## config.mk

```make
export PLATFORM = sky130hd
export DESIGN_NAME = id_stage
export DESIGN_NICKNAME = d
export VERILOG_FILES = /design/src/rtl/riscv_pkg.sv /design/src/rtl/imm_gen.sv /design/src/rtl/id_stage.sv
export SDC_FILE = /design/constraint.sdc
export NUM_CORES = 1
export LEC_CHECK = 0
export ABC_AREA = 1
export BUFFER_PORTS_ARGS = -buffer_cell sky130_fd_sc_hd__buf_2
export CORE_ASPECT_RATIO = 1.2
export CORE_MARGIN = 1
export CORE_UTILIZATION = 31
export CTS_CLUSTER_DIAMETER = 200
export DETAILED_ROUTE_END_ITERATION = 8
export PLACE_DENSITY = 0.66
export SLEW_MARGIN = 25
export SYNTH_ARGS = -nofsm -noshare
export SYNTH_HDL_FRONTEND = slang
export SYNTH_SLANG_ARGS = --single-unit
```

## constraint.sdc

```tcl
create_clock -name clock -period 1.8 [get_ports clock]
set_input_delay 0.09 -clock clock [delete_from_list [all_inputs] [get_ports clock]]
set_output_delay 0.09 -clock clock [all_outputs]
set_load 0.05 [all_outputs]
```

## src/rtl/riscv_pkg.sv

```systemverilog
// rtl/riscv_pkg.sv - RV32I opcodes, funct3 codes and ALU operation encoding
// Shared decode constants for the ID stage and any other unit that needs to
// recognise instruction classes. No ports.
package riscv_pkg;

  localparam logic [6:0] OPC_LUI    = 7'b0110111;
  localparam logic [6:0] OPC_AUIPC  = 7'b0010111;
  localparam logic [6:0] OPC_JAL    = 7'b1101111;
  localparam logic [6:0] OPC_JALR   = 7'b1100111;
  localparam logic [6:0] OPC_BRANCH = 7'b1100011;
  localparam logic [6:0] OPC_LOAD   = 7'b0000011;
  localparam logic [6:0] OPC_STORE  = 7'b0100011;
  localparam logic [6:0] OPC_OP_IMM = 7'b0010011;
  localparam logic [6:0] OPC_OP     = 7'b0110011;
  localparam logic [6:0] OPC_FENCE  = 7'b0001111;
  localparam logic [6:0] OPC_SYSTEM = 7'b1110011;

  localparam logic [2:0] F3_ADD_SUB = 3'd0;
  localparam logic [2:0] F3_SLL     = 3'd1;
  localparam logic [2:0] F3_SLT     = 3'd2;
  localparam logic [2:0] F3_SLTU    = 3'd3;
  localparam logic [2:0] F3_XOR     = 3'd4;
  localparam logic [2:0] F3_SRL_SRA = 3'd5;
  localparam logic [2:0] F3_OR      = 3'd6;
  localparam logic [2:0] F3_AND     = 3'd7;

  typedef enum logic [3:0] {
    ALU_ADD    = 4'd0,
    ALU_SUB    = 4'd1,
    ALU_SLL    = 4'd2,
    ALU_SLT    = 4'd3,
    ALU_SLTU   = 4'd4,
    ALU_XOR    = 4'd5,
    ALU_SRL    = 4'd6,
    ALU_SRA    = 4'd7,
    ALU_OR     = 4'd8,
    ALU_AND    = 4'd9,
    ALU_PASS_B = 4'd10
  } alu_op_t;

  // Arithmetic op for OP / OP-IMM. alt is funct7[5]; it only matters for
  // ADD/SUB and SRL/SRA, the caller decides when it may be honoured.
  function automatic alu_op_t alu_arith(input logic [2:0] f3, input logic alt);
    alu_op_t op;
    case (f3)
      F3_ADD_SUB: op = alt ? ALU_SUB : ALU_ADD;
      F3_SLL:     op = ALU_SLL;
      F3_SLT:     op = ALU_SLT;
      F3_SLTU:    op = ALU_SLTU;
      F3_XOR:     op = ALU_XOR;
      F3_SRL_SRA: op = alt ? ALU_SRA : ALU_SRL;
      F3_OR:      op = ALU_OR;
      default:    op = ALU_AND;
    endcase
    return op;
  endfunction

endpackage

```

## src/rtl/imm_gen.sv

```systemverilog
// rtl/imm_gen.sv - sign-extended immediate generator for RV32I formats
// Purely combinational; also used by the IF branch predictor.
// Ports: instr (32-bit instruction word) -> imm (XLEN-bit sign-extended immediate).
module imm_gen
  import riscv_pkg::*;
#(
  parameter int XLEN = 32
) (
  input  logic [31:0]     instr,
  output logic [XLEN-1:0] imm
);

  logic [31:0] imm32;

  always_comb begin
    imm32 = 32'd0;
    case (instr[6:0])
      OPC_LUI, OPC_AUIPC:             imm32 = {instr[31:12], 12'd0};
      OPC_JAL:                        imm32 = {{11{instr[31]}}, instr[31], instr[19:12],
                                               instr[20], instr[30:21], 1'b0};
      OPC_JALR, OPC_LOAD, OPC_OP_IMM: imm32 = {{20{instr[31]}}, instr[31:20]};
      OPC_STORE:                      imm32 = {{20{instr[31]}}, instr[31:25], instr[11:7]};
      OPC_BRANCH:                     imm32 = {{19{instr[31]}}, instr[31], instr[7],
                                               instr[30:25], instr[11:8], 1'b0};
      default:                        imm32 = 32'd0;
    endcase
  end

  // Replication count is XLEN-31 so it stays legal when XLEN == 32.
  assign imm = {{(XLEN-31){imm32[31]}}, imm32[30:0]};

endmodule

```

## src/rtl/id_stage.sv

```systemverilog
// rtl/id_stage.sv - RV32I decode stage with load-use hazard detect and ID/EX register
// Ports: clock/reset (sync, active-low); IF/ID side if_valid, if_instr, if_pc,
// id_ready; register file rf_read_address_1/2, rf_data_1/2; EX side ex_stall,
// ex_flush and the latched ID/EX fields ex_*.
module id_stage
  import riscv_pkg::*;
#(
  parameter int              XLEN     = 32,
  parameter logic [XLEN-1:0] RESET_PC = '0
) (
  input  logic            clock,
  input  logic            reset,
  input  logic            if_valid,
  input  logic [31:0]     if_instr,
  input  logic [XLEN-1:0] if_pc,
  output logic            id_ready,
  output logic [4:0]      rf_read_address_1,
  output logic [4:0]      rf_read_address_2,
  input  logic [XLEN-1:0] rf_data_1,
  input  logic [XLEN-1:0] rf_data_2,
  input  logic            ex_stall,
  input  logic            ex_flush,
  output logic            ex_valid,
  output logic [XLEN-1:0] ex_pc,
  output logic [XLEN-1:0] ex_rs1_data,
  output logic [XLEN-1:0] ex_rs2_data,
  output logic [XLEN-1:0] ex_imm,
  output logic [4:0]      ex_rs1,
  output logic [4:0]      ex_rs2,
  output logic [4:0]      ex_rd,
  output logic [2:0]      ex_funct3,
  output logic [3:0]      ex_alu_op,
  output logic            ex_alu_src_imm,
  output logic            ex_alu_src_pc,
  output logic            ex_mem_read,
  output logic            ex_mem_write,
  output logic            ex_reg_write,
  output logic            ex_branch,
  output logic            ex_jump,
  output logic            ex_illegal
);

  logic [6:0]      opcode;
  logic [2:0]      funct3;
  logic            funct7_5;
  logic [4:0]      rs1, rs2, rd;
  logic [XLEN-1:0] dec_imm;

  assign opcode   = if_instr[6:0];
  assign rd       = if_instr[11:7];
  assign funct3   = if_instr[14:12];
  assign rs1      = if_instr[19:15];
  assign rs2      = if_instr[24:20];
  assign funct7_5 = if_instr[30];

  assign rf_read_address_1 = rs1;
  assign rf_read_address_2 = rs2;

  imm_gen #(.XLEN(XLEN)) u_imm_gen (
    .instr (if_instr),
    .imm   (dec_imm)
  );

  alu_op_t dec_alu_op;
  logic    dec_src_imm, dec_src_pc, dec_mem_read, dec_mem_write;
  logic    dec_reg_write, dec_branch, dec_jump, dec_illegal;
  logic    rs1_used, rs2_used;

  always_comb begin
    dec_alu_op    = ALU_ADD;
    dec_src_imm   = 1'b0;
    dec_src_pc    = 1'b0;
    dec_mem_read  = 1'b0;
    dec_mem_write = 1'b0;
    dec_reg_write = 1'b0;
    dec_branch    = 1'b0;
    dec_jump      = 1'b0;
    dec_illegal   = 1'b0;
    rs1_used      = 1'b1;
    rs2_used      = 1'b0;
    case (opcode)
      OPC_LUI: begin
        dec_alu_op    = ALU_PASS_B;
        dec_src_imm   = 1'b1;
        dec_reg_write = 1'b1;
        rs1_used      = 1'b0;
      end
      OPC_AUIPC: begin
        dec_src_pc    = 1'b1;
        dec_src_imm   = 1'b1;
        dec_reg_write = 1'b1;
        rs1_used      = 1'b0;
      end
      OPC_JAL: begin
        dec_jump      = 1'b1;
        dec_reg_write = 1'b1;
        rs1_used      = 1'b0;
      end
      OPC_JALR: begin
        dec_jump      = 1'b1;
        dec_reg_write = 1'b1;
        dec_src_imm   = 1'b1;
      end
      OPC_BRANCH: begin
        dec_branch = 1'b1;
        rs2_used   = 1'b1;
        // Compare flavour: EQ/NE subtract, LT/GE signed, LTU/GEU unsigned.
        case (funct3[2:1])
          2'b00:   dec_alu_op = ALU_SUB;
          2'b10:   dec_alu_op = ALU_SLT;
          2'b11:   dec_alu_op = ALU_SLTU;
          default: dec_alu_op = ALU_ADD;
        endcase
      end
      OPC_LOAD: begin
        dec_mem_read  = 1'b1;
        dec_reg_write = 1'b1;
        dec_src_imm   = 1'b1;
      end
      OPC_STORE: begin
        dec_mem_write = 1'b1;
        dec_src_imm   = 1'b1;
        rs2_used      = 1'b1;
      end
      OPC_OP_IMM: begin
        // funct7[5] is part of the immediate for ADDI, so only shifts honour it.
        dec_alu_op    = alu_arith(funct3, (funct3 == F3_SRL_SRA) && funct7_5);
        dec_src_imm   = 1'b1;
        dec_reg_write = 1'b1;
      end
      OPC_OP: begin
        dec_alu_op    = alu_arith(funct3, funct7_5);
        dec_reg_write = 1'b1;
        rs2_used      = 1'b1;
      end
      OPC_FENCE, OPC_SYSTEM: ;
      default: dec_illegal = 1'b1;
    endcase
    if (rd == 5'd0) dec_reg_write = 1'b0;
  end

  logic hazard;
  assign hazard = ex_valid && ex_mem_read && (ex_rd != 5'd0) &&
                  ((rs1_used && (ex_rd == rs1)) || (rs2_used && (ex_rd == rs2)));

  assign id_ready = ~(ex_stall | (hazard & if_valid)) | ex_flush | ~reset;

  always_ff @(posedge clock) begin
    if (!reset) begin
      ex_valid       <= 1'b0;
      ex_pc          <= RESET_PC;
      ex_rs1_data    <= '0;
      ex_rs2_data    <= '0;
      ex_imm         <= '0;
      ex_rs1         <= '0;
      ex_rs2         <= '0;
      ex_rd          <= '0;
      ex_funct3      <= '0;
      ex_alu_op      <= '0;
      ex_alu_src_imm <= 1'b0;
      ex_alu_src_pc  <= 1'b0;
      ex_mem_read    <= 1'b0;
      ex_mem_write   <= 1'b0;
      ex_reg_write   <= 1'b0;
      ex_branch      <= 1'b0;
      ex_jump        <= 1'b0;
      ex_illegal     <= 1'b0;
    end else if (ex_flush) begin
      ex_valid <= 1'b0;
    end else if (ex_stall) begin
      ex_valid <= ex_valid;
    end else if (hazard && if_valid) begin
      ex_valid <= 1'b0;
    end else begin
      ex_valid       <= if_valid;
      ex_pc          <= if_pc;
      ex_rs1_data    <= rf_data_1;
      ex_rs2_data    <= rf_data_2;
      ex_imm         <= dec_imm;
      ex_rs1         <= rs1;
      ex_rs2         <= rs2;
      ex_rd          <= rd;
      ex_funct3      <= funct3;
      ex_alu_op      <= dec_alu_op;
      ex_alu_src_imm <= dec_src_imm;
      ex_alu_src_pc  <= dec_src_pc;
      ex_mem_read    <= dec_mem_read;
      ex_mem_write   <= dec_mem_write;
      ex_reg_write   <= dec_reg_write;
      ex_branch      <= dec_branch;
      ex_jump        <= dec_jump;
      ex_illegal     <= dec_illegal;
    end
  end

endmodule

```

==> impl_metrics.yaml, run 1 <==
synth:
  synth_edf_count: 0
  synth_area_leaders: "dfxtp_1 (42%), nand2_1 (19%), nor2_1 (15%)"
  syn_area_per_cell_sq_um: 6.11
  syn_inst: 1242
  syn_nets: 1375
  ys.flop_type: "dfxtp_1"
  syn_area_sq_um: 7590
  ys_seq_elements: 159
  ys.warnings.count: 0
  synth.top_cell.area_share_pct: 42.0
  synth_top_cell_by_area: "dfxtp_1"
  ys_types: 27
  async_flop_share_pct: 0
  ys_seq_area_share_pct: 42.0
sta:
  finalHoldViolCount: 0
  finalSetupTns_ns: -14.65
  max_freq_mhz: 497
  drv_slew: 0
  maxSlewHeadroom_pct: 71.5
  grt_setup_unrepaired: "yes"
  period_minus_slack_ns: 2.01
  setup_viol: 148
  tightest_slew_ns: 0.428
  timing.final.crit_share_pct: 112
  finalClockSkew_ns: 0.0134
  fin_ws_ns: -0.211
worst_setup_path:
  cp.arrival_ns: 2.37
  critPathRequiredTime_ns: 2.16
  cp-start-kind: "flop"
  critPathCaptureType: "flop"
  critPathKind: "reg -> reg"
  cp_max_fo: 6
detailed_routing:
  drc: 0
  via_count: 8831
  drtIter0Drc: 437
  wl_um: 27300
  first_pass_iters: 5
  via_per_inst: 4.39
  ant_nets: 0
  routedWlPerCell_um: 13.6
power_and_ir_drop:
  leakagePower_uw: 0.00693
  power.total_uw: 10700
  power.density_nw_per_um2: 840
  ir_drop_v: 0.000645
global_route:
  grt_pass1_vias: 7940
  grt_max_degree: 85
  overflow: 0
  antenna_found_initial: 0
  grt_pass1_wl_um: 37900
  grt.total_usage_pct: 19.4
run_status:
  status: "finished with violations"
  violations: "setup timing"
final_layout:
  area_growth_pct: 67.5
  multi_input_area_sq_um: 3700
  register_area_sq_um: 3190
  drive_above_1_share_pct: 33.4
  n_antenna_cell: 0
  fillerInstances: 2192
  postLayoutCellArea_sq_um: 12700
  final_nets: 1813
hold_path:
  hold_class: "in -> reg"
clock_network:
  clock-sinks: 159
  insertion_delay_ns: 0.44
  cts_tree: "built"
  cts_buffer_depth: 2
  root_buffer: "clkbuf_16"
  cts_htree_levels: 4
  cts-buffers-inserted: 17
  clkSlewWorstSetupHoldPaths_ns: 0.07
die:
  io_pins: 303
  num_rows: 62
  fp.dieArea_sq_um: 25100
  die_w_um: 145
  start_util_pct: 31.7
  fp.dieH_um: 173
  core_sq_um: 24000
job:
  drv_cap: 0
placed_design:
  dpl.hpwl_um: 16500
  io_buffer_count: 302
  place.gp.congestion: 0.852
  placed_cell_area_sq_um: 9590
==> through the flow <==
stage | cells | setup WS (ns) | hold slack, ns | util, %
after floorplan | 1242 | 0.0272 | 0.224 | -
after global placement | 1830 | -0.0387 | 0.311 | 40.0
after detailed placement | 1830 | -0.0491 | 0.318 | 40.0
after CTS | 1988 | -0.187 | 0.00826 | 48.9
after global routing | 2013 | -0.317 | 0.0483 | 53.0
final | 2013 | -0.211 | 0.0355 | 53.0
==> routing by layer <==
| metal | track usage [%] | up-vias | share of wire [%] |
|---|---|---|---|
| li1 | - | 4497 | - |
| met1 | 22.0 | 3917 | 40 |
| met2 | 33.1 | 347 | 49 |
| met3 | 4.75 | 70 | 6.4 |
| met4 | 9.91 | 0 | 3.8 |
| met5 | 0 | - | 0 |
==> synth_stat cells, types with 2 or more instances <==
| library cell | n |
|---|---|
| a21oi_1 | 15 |
| inv_2 | 2 |
| buf_2 | 24 |
| buf_4 | 14 |
| clkinv_1 | 2 |
| o21ai_0 | 13 |
| dfxtp_1 | 159 |
| a21boi_0 | 7 |
| nor3_1 | 4 |
| nand3_2 | 2 |
| nor2_1 | 309 |
| nand4_1 | 34 |
| clkbuf_1 | 26 |
| o21a_1 | 2 |
| nand2_1 | 375 |
| buf_6 | 3 |
| inv_1 | 219 |
| xnor2_1 | 2 |
| nand3_1 | 17 |
| buf_1 | 5 |
| nand2_2 | 2 |
==> area by class of cell <==
class                      instances  area share [%]
tap                              320            3.15
sequential                       159            25.1
clock buffer                      21            3.70
clock inverter                    11            1.40
inverter                         223            6.61
timing repair buffer             491            30.9
multi-input combinational        788            29.1
==> cells in the final DEF (no fill, tap or decap), drive strengths merged, types with 13 or more instances in the layout <==
cell         count
a21oi           16
buf            362
clkbuf          35
dfxtp          159
dlygate4sd3    115
inv            224
nand2          377
nand3           19
nand4           34
nor2           311
o21ai           13
==> where the power goes <==
group          internal, uW  switching, uW  total, uW
logic                   986           1820       2800
registers              3750            124       3880
clock network          2450           1540       3990
total                  7190           3480      10700
==> critical path, stage by stage (launching register included) <==
cell,delay [ns]
dfxtp_4,0.37
nor3_1,0.19
nand3_1,0.15
nand3_1,0.10
inv_1,0.07
nand3_4,0.10
buf_6,0.11
nand3_4,0.09
buf_12,0.15
buf_8,0.13
buf_16,0.14
buf_8,0.12
nand2_2,0.04
nand2_1,0.04
nor2_1,0.13
==> cells by family after synthesis <==
logic type | after synthesis | synth area share, %
and+or+nand+nor | 745 | 38.7
buffers and inverters | 295 | 16.0
DFF | 159 | 42.0
AOI/OAI and AO/OA | 41 | 3.15
xor gates and xnor gates | 2 | 0.231
==> flip-flops by register name, indices dropped and copies added, names as in the netlist, 3 cells and up <==
| name | count |
|---|---|
| ex_alu_op | 4 |
| ex_funct3 | 3 |
| ex_imm | 32 |
| ex_pc | 32 |
| ex_rd | 5 |
| ex_rs1 | 5 |
| ex_rs1_data | 32 |
| ex_rs2 | 5 |
| ex_rs2_data | 32 |
==> worst paths after layout <==
kind / start / to / slack [ns] / cells after the start
setup / recovery: ex_rd[2]$_SDFFE_PN0P_ / ex_pc[8]$_SDFFE_PN0P_ / -0.21 / 14
hold / removal: if_instr[27] / ex_imm[7]$_SDFFE_PN0P_ / 0.04 / 5
setup reg to reg: ex_rd[2]$_SDFFE_PN0P_ / ex_pc[8]$_SDFFE_PN0P_ / -0.21 / 14
hold reg to reg: ex_valid$_SDFFE_PP0N_ / ex_valid$_SDFFE_PP0N_ / 0.47 / 2
==> repair_timing <==
item                                    in CTS  in global routing
resized for setup                           22                192
hold buffers                               115                  0
cloned                                       7                 19
pin swaps                                    3                 46
hold endpoints to repair                   114                  0
endpoints found under the setup margin      45                159
buffers inserted                             4                  9
Power figures use the tool's default switching activity.
==> run 2: changes to the inputs <==
Settings changed: CAP_MARGIN set to 10.
Clock period 1.8 ns to 1.89 ns, I/O delays scaled along.
==> run 2 against run 1 <==
Compared with the run above: core utilization is 2.6 points lower; critical path type unchanged; first-iteration DRC count is 7.8% lower; cell count is 0.55% lower; largest cell class unchanged; via count is 1.7% lower; the run still ends with setup timing left; combinational power is 11% lower.
==> impl_metrics.yaml, run 2 (same netlist as run 1, synthesis figures left out) <==
global_route:
  grt_max_degree: 76
  overflow: 0
  grt_pass1_wl_um: 37800
  grt.total_usage_pct: 19.2
  antenna_found_initial: 0
  grt_pass1_vias: 8005
clock_network:
  root_buffer: "clkbuf_16"
  insertion_delay_ns: 0.42
  cts_tree: "built"
  cts_buffer_depth: 2
  clock-sinks: 159
  cts_htree_levels: 4
  clkSlewWorstSetupHoldPaths_ns: 0.07
  cts-buffers-inserted: 17
detailed_routing:
  routedWlPerCell_um: 12.8
  via_count: 8679
  wl_um: 25700
  drc: 0
  ant_nets: 0
  drtIter0Drc: 403
  via_per_inst: 4.34
  first_pass_iters: 5
die:
  core_sq_um: 24000
  io_pins: 303
  die_w_um: 145
  fp.dieArea_sq_um: 25100
  num_rows: 62
  start_util_pct: 31.7
  fp.dieH_um: 173
sta:
  period_minus_slack_ns: 2.06
  maxSlewHeadroom_pct: 75.2
  finalHoldViolCount: 0
  drv_slew: 0
  finalSetupTns_ns: -3.72
  setup_viol: 94
  max_freq_mhz: 485
  tightest_slew_ns: 0.372
  fin_ws_ns: -0.173
  finalClockSkew_ns: 0.0105
  timing.final.crit_share_pct: 109
  grt_setup_unrepaired: "yes"
worst_setup_path:
  critPathKind: "reg -> reg"
  cpPeakStageDelay_ns: 0.37
  critPathRequiredTime_ns: 2.20
  slowest_stage: "dfxtp_4"
  cp-start-kind: "flop"
  cp_max_fo: 11
  crit_chain: "nor3_1, nand3_1, nand3_1, inv_1, nand3_4, buf_6, nand3_4, buf_12, clkbuf_16, clkbuf_16, nor2_2, nor2_1"
  critPathCaptureType: "flop"
  cp.arrival_ns: 2.37
placed_design:
  placed_cell_area_sq_um: 9630
  dpl.hpwl_um: 16900
  io_buffer_count: 302
  place.gp.congestion: 0.884
power_and_ir_drop:
  leakagePower_uw: 0.00679
  pwr-share-comb_pct: 25.5
  power.total_uw: 9740
  ir_drop_v: 0.000570
  switching_share_pct: 32.7
  clkPwrFrac_pct: 36.6
  switching_power_uw: 3190
  seqPwrFrac_pct: 37.9
  power.density_nw_per_um2: 805
  p_int_uw: 6550
final_layout:
  n_antenna_cell: 0
  final_common_cell: "nand2_1"
  mostFrequentLayoutCells: "nand2_1 (329), buf_2 (300), nor2_1 (298)"
  final_nets: 1802
  area_growth_pct: 59.4
  drive_above_1_share_pct: 28.2
  fillerInstances: 2274
  final_util_pct: 50.5
  postLayoutCellArea_sq_um: 12100
run_status:
  violations: "setup timing"
  status: "finished with violations"
job:
  drv_cap: 0
hold_path:
  hold_class: "in -> reg"
-- run 2: cell count changes in the layout (fill, tap and decap cells not counted), sizes merged --
cell | previous run | this run
buf | 362 | 355
bufinv | 4 | 3
dlygate4sd3 | 115 | 113
clkinv | 3 | 7
clkinvlp | 3 | 0
clkbuf | 35 | 33
-- run 2: stage by stage --
| step | worst slack [ns] | hold WS, ns | cells |
|---|---|---|---|
| 2_1_floorplan | 0.0615 | 0.229 | 1242 |
| 3_3_place_gp | 0.117 | 0.315 | 1828 |
| 5_1_grt | -0.255 | 0.0108 | 2002 |
| 3_5_place_dp | 0.0772 | 0.322 | 1828 |
| 4_1_cts | -0.111 | -0.0549 | 1977 |
| 6_report | -0.173 | 0.0237 | 2002 |
-- run 2: worst max-delay path: cells and delay by family (launching register included) --
kind | cells | cell delay [ns]
buf+inv | 5 | 0.68
flops | 1 | 0.37
simple gates | 7 | 0.89
-- run 2: cell type report --
type / count / area, sq um / share of cell area (%)
clock buffers: 21 / 450 / 3.72
multi-input cells: 788 / 3400 / 28.1
flip-flops and latches: 159 / 3190 / 26.4
repair buffers: 480 / 3650 / 30.2
well taps: 320 / 400 / 3.31
clock inverters: 11 / 156 / 1.29
inverters: 223 / 840 / 6.94
-- run 2: what timing repair did --
item                       in CTS  in global routing
hold endpoints to repair      112                  1
gates resized for setup        12                 85
pin swaps                       4                 15
setup buffers                   4                 12
hold buffers                  112                  1
cloned                          1                 13
setup endpoints to repair       1                159
-- run 2: final timing paths --
check / start / endpoint / slack (ns) / cells past startpoint
max: ex_rd[2]$_SDFFE_PN0P_ / ex_rs2_data[29]$_SDFFE_PN0P_ / -0.17 / 12
min reg2reg: ex_reg_write$_SDFFE_PN0P_ / ex_reg_write$_SDFFE_PN0P_ / 0.51 / 4
max reg2reg: ex_rd[2]$_SDFFE_PN0P_ / ex_rs2_data[29]$_SDFFE_PN0P_ / -0.17 / 12
min: if_instr[18] / ex_rs1[3]$_SDFFE_PN0P_ / 0.02 / 3
-- run 2: metal layers --
metal	up-vias	global-route usage [%]	wire [um]
li1	4469	-	-
met1	3845	21.0	10400
met2	313	34.5	12700
met3	52	4.53	1740
met4	0	8.99	881
met5	-	0	0
-- run 2: power by group through the flow --
stage / clock network [uW] / logic [uW] / registers (uW)
finish: 3570 / 2480 / 3690
detailed placement: 0 / 2100 / 3760
global route: 3820 / 2690 / 3710
global placement: 0 / 2090 / 3750
floorplan: 0 / 719 / 4520
CTS: 3680 / 2300 / 3690
==> run 3: changes to the inputs <==
Settings changed: ABC_CLOCK_PERIOD_IN_PS set to 1890, SETUP_SLACK_MARGIN set to 0.2.
==> run 3 against run 2 <==
Compared with the run above: the flow still finishes with violations (setup timing); sequential share of layout area decreased by 0.061 points; clock-buffer cell count decreased by 2; combinational power about the same; worst setup slack improved by 0.086 ns; first-iteration DRC count increased by 11%; via count decreased by 0.76%; routed wire length increased by 1.3%; critical endpoint is now id_ready; largest cell class unchanged; highest routed layer unchanged.
==> impl_metrics.yaml, run 3 (same netlist as run 1, synthesis figures left out) <==
die:
  num_rows: 62
  fp.dieArea_sq_um: 25100
  core_sq_um: 24000
  start_util_pct: 31.7
  die_w_um: 145
  fp.dieH_um: 173
  io_pins: 303
clock_network:
  root_buffer: "clkbuf_16"
  insertion_delay_ns: 0.44
  cts_buffer_depth: 2
  clkSlewWorstSetupHoldPaths_ns: 0.07
  clock-sinks: 159
  cts-buffers-inserted: 17
  cts_htree_levels: 4
  cts_tree: "built"
detailed_routing:
  first_pass_iters: 5
  drtIter0Drc: 447
  wl_um: 26000
  via_per_inst: 4.29
  drc: 0
  routedWlPerCell_um: 13.0
  ant_nets: 0
  via_count: 8613
sta:
  tightest_slew_ns: 0.465
  maxSlewHeadroom_pct: 68.8
  period_minus_slack_ns: 1.98
  max_freq_mhz: 506
  setup_viol: 73
  drv_slew: 0
  grt_setup_unrepaired: "yes"
  finalClockSkew_ns: 0.0101
  fin_ws_ns: -0.0864
  finalHoldViolCount: 0
  finalSetupTns_ns: -1.62
  worst_hold_slack_ns: 0.0228
  timing.final.crit_share_pct: 105
final_layout:
  mostFrequentLayoutCells: "nand2_1 (329), buf_2 (300), nor2_1 (290)"
  postLayoutCellArea_sq_um: 12200
  n_antenna_cell: 0
  final_nets: 1806
  area_growth_pct: 60.2
  drive_above_1_share_pct: 29.5
  final_common_cell: "nand2_1"
worst_setup_path:
  r2r_slack_ns: -0.07
  reg2reg_to: "ex_pc[23]$_SDFFE_PN0P_"
  crit_family: "simple AND/OR/NAND/NOR gates"
  critPathRequiredTime_ns: 1.80
  cp-start-kind: "flop"
  slowest_stage: "dfxtp_4"
  r2r_start: "ex_rd[3]$_SDFFE_PN0P_"
  critPathCaptureType: "primary output"
  cp.arrival_ns: 1.88
  critPathKind: "reg -> out"
  crit_chain: "buf_6, nand2_2, nand2_2, nor2_2, nand4_1, nand2_2, nand3_4, buf_12, nand2_4, nand3_2, buf_6"
  rr_worst_depth: 13
  cp_max_fo: 4
  cp_common_cell: "nand2_2"
  cpPeakStageDelay_ns: 0.36
  cp.buffers_inverters: 3
hold_path:
  min_from: "if_instr[29]"
  hold-path-cell-count: 5
  worstHoldEndpoint: "ex_imm[9]$_SDFFE_PN0P_"
  hold_class: "in -> reg"
power_and_ir_drop:
  power.density_nw_per_um2: 814
  pwr-share-comb_pct: 25.2
  seqPwrFrac_pct: 37.3
  switching_power_uw: 3220
  ir_drop_v: 0.000586
  leakagePower_uw: 0.00679
  p_int_uw: 6670
  clkPwrFrac_pct: 37.5
  switching_share_pct: 32.6
  power.total_uw: 9890
global_route:
  grt_pass1_wl_um: 38000
  grt.total_usage_pct: 19.6
  grt_pass1_vias: 7826
  overflow: 0
  antenna_found_initial: 0
  grt_max_degree: 71
run_status:
  status: "finished with violations"
  violations: "setup timing"
placed_design:
  dpl.hpwl_um: 16900
  place_ws_ns: 0.0584
  placed_cell_area_sq_um: 9570
  io_buffer_count: 302
  place.gp.congestion: 0.915
job:
  drv_cap: 0
run 3: layout make-up:
cell class / instances / area, sq um
sequential: 159 / 3200
clock inverter: 13 / 188
inverter: 223 / 842
fill: 2282 / 11800
clock buffer: 19 / 443
timing repair buffer: 484 / 3630
multi-input combinational: 788 / 3450
tap: 320 / 400
run 3: how the worst max path moves through the flow:
stage | startpoint | to | slack [ns] | cells past startpoint
after floorplan | ex_rd[4]$_SDFFE_PN0P_ | ex_rs2_data[28]$_SDFFE_PN0P_ | 0.18 | 15
after global placement | if_instr[1] | id_ready | 0.09 | 13
after detailed placement | if_instr[6] | id_ready | 0.06 | 12
after CTS | ex_rd[2]$_SDFFE_PN0P_ | id_ready | -0.1 | 13
after global routing | ex_rd[2]$_SDFFE_PN0P_ | id_ready | -0.20 | 11
final | ex_rd[2]$_SDFFE_PN0P_ | id_ready | -0.09 | 11
run 3: routing by layer:
metal  global-route usage [%]  share of wire, %  up-vias
li1                         -                 -     4482
met1                     21.0                40     3816
met2                     35.6                51      271
met3                     4.94               6.2       44
met4                     8.07               2.5        0
met5                        0                 0        -
run 3: repair_timing:
| action | in CTS | in global routing |
|---|---|---|
| endpoints found under the setup margin | 141 | 159 |
| gates cloned | 3 | 9 |
| gates resized for setup | 18 | 107 |
| hold buffers | 115 | 0 |
| buffers inserted | 8 | 13 |
| pin swaps | 6 | 27 |
| endpoints found under the hold margin | 114 | 0 |
run 3: worst register-to-register path, delay by kind of cell, from the launching register on:
| kind | cells | cell delay [ns] |
|---|---|---|
| and+or+nand+nor | 7 | 0.73 |
| buffers and inverters | 6 | 0.77 |
| DFF | 1 | 0.37 |
run 3: stage by stage:
step,instances,utilization (%)
floorplan,1242,-
CTS,1985,48.3
finish,2006,50.7
global route,2006,50.7
detailed placement,1827,39.9
global placement,1827,39.9
run 3: power by group through the flow:
stage | combinational, uW | sequential [uW] | clock [uW]
finish | 2490 | 3690 | 3710
global placement | 2070 | 3750 | 0
global route | 2690 | 3710 | 3950
CTS | 2320 | 3680 | 3810
detailed placement | 2090 | 3750 | 0
floorplan | 726 | 4520 | 0
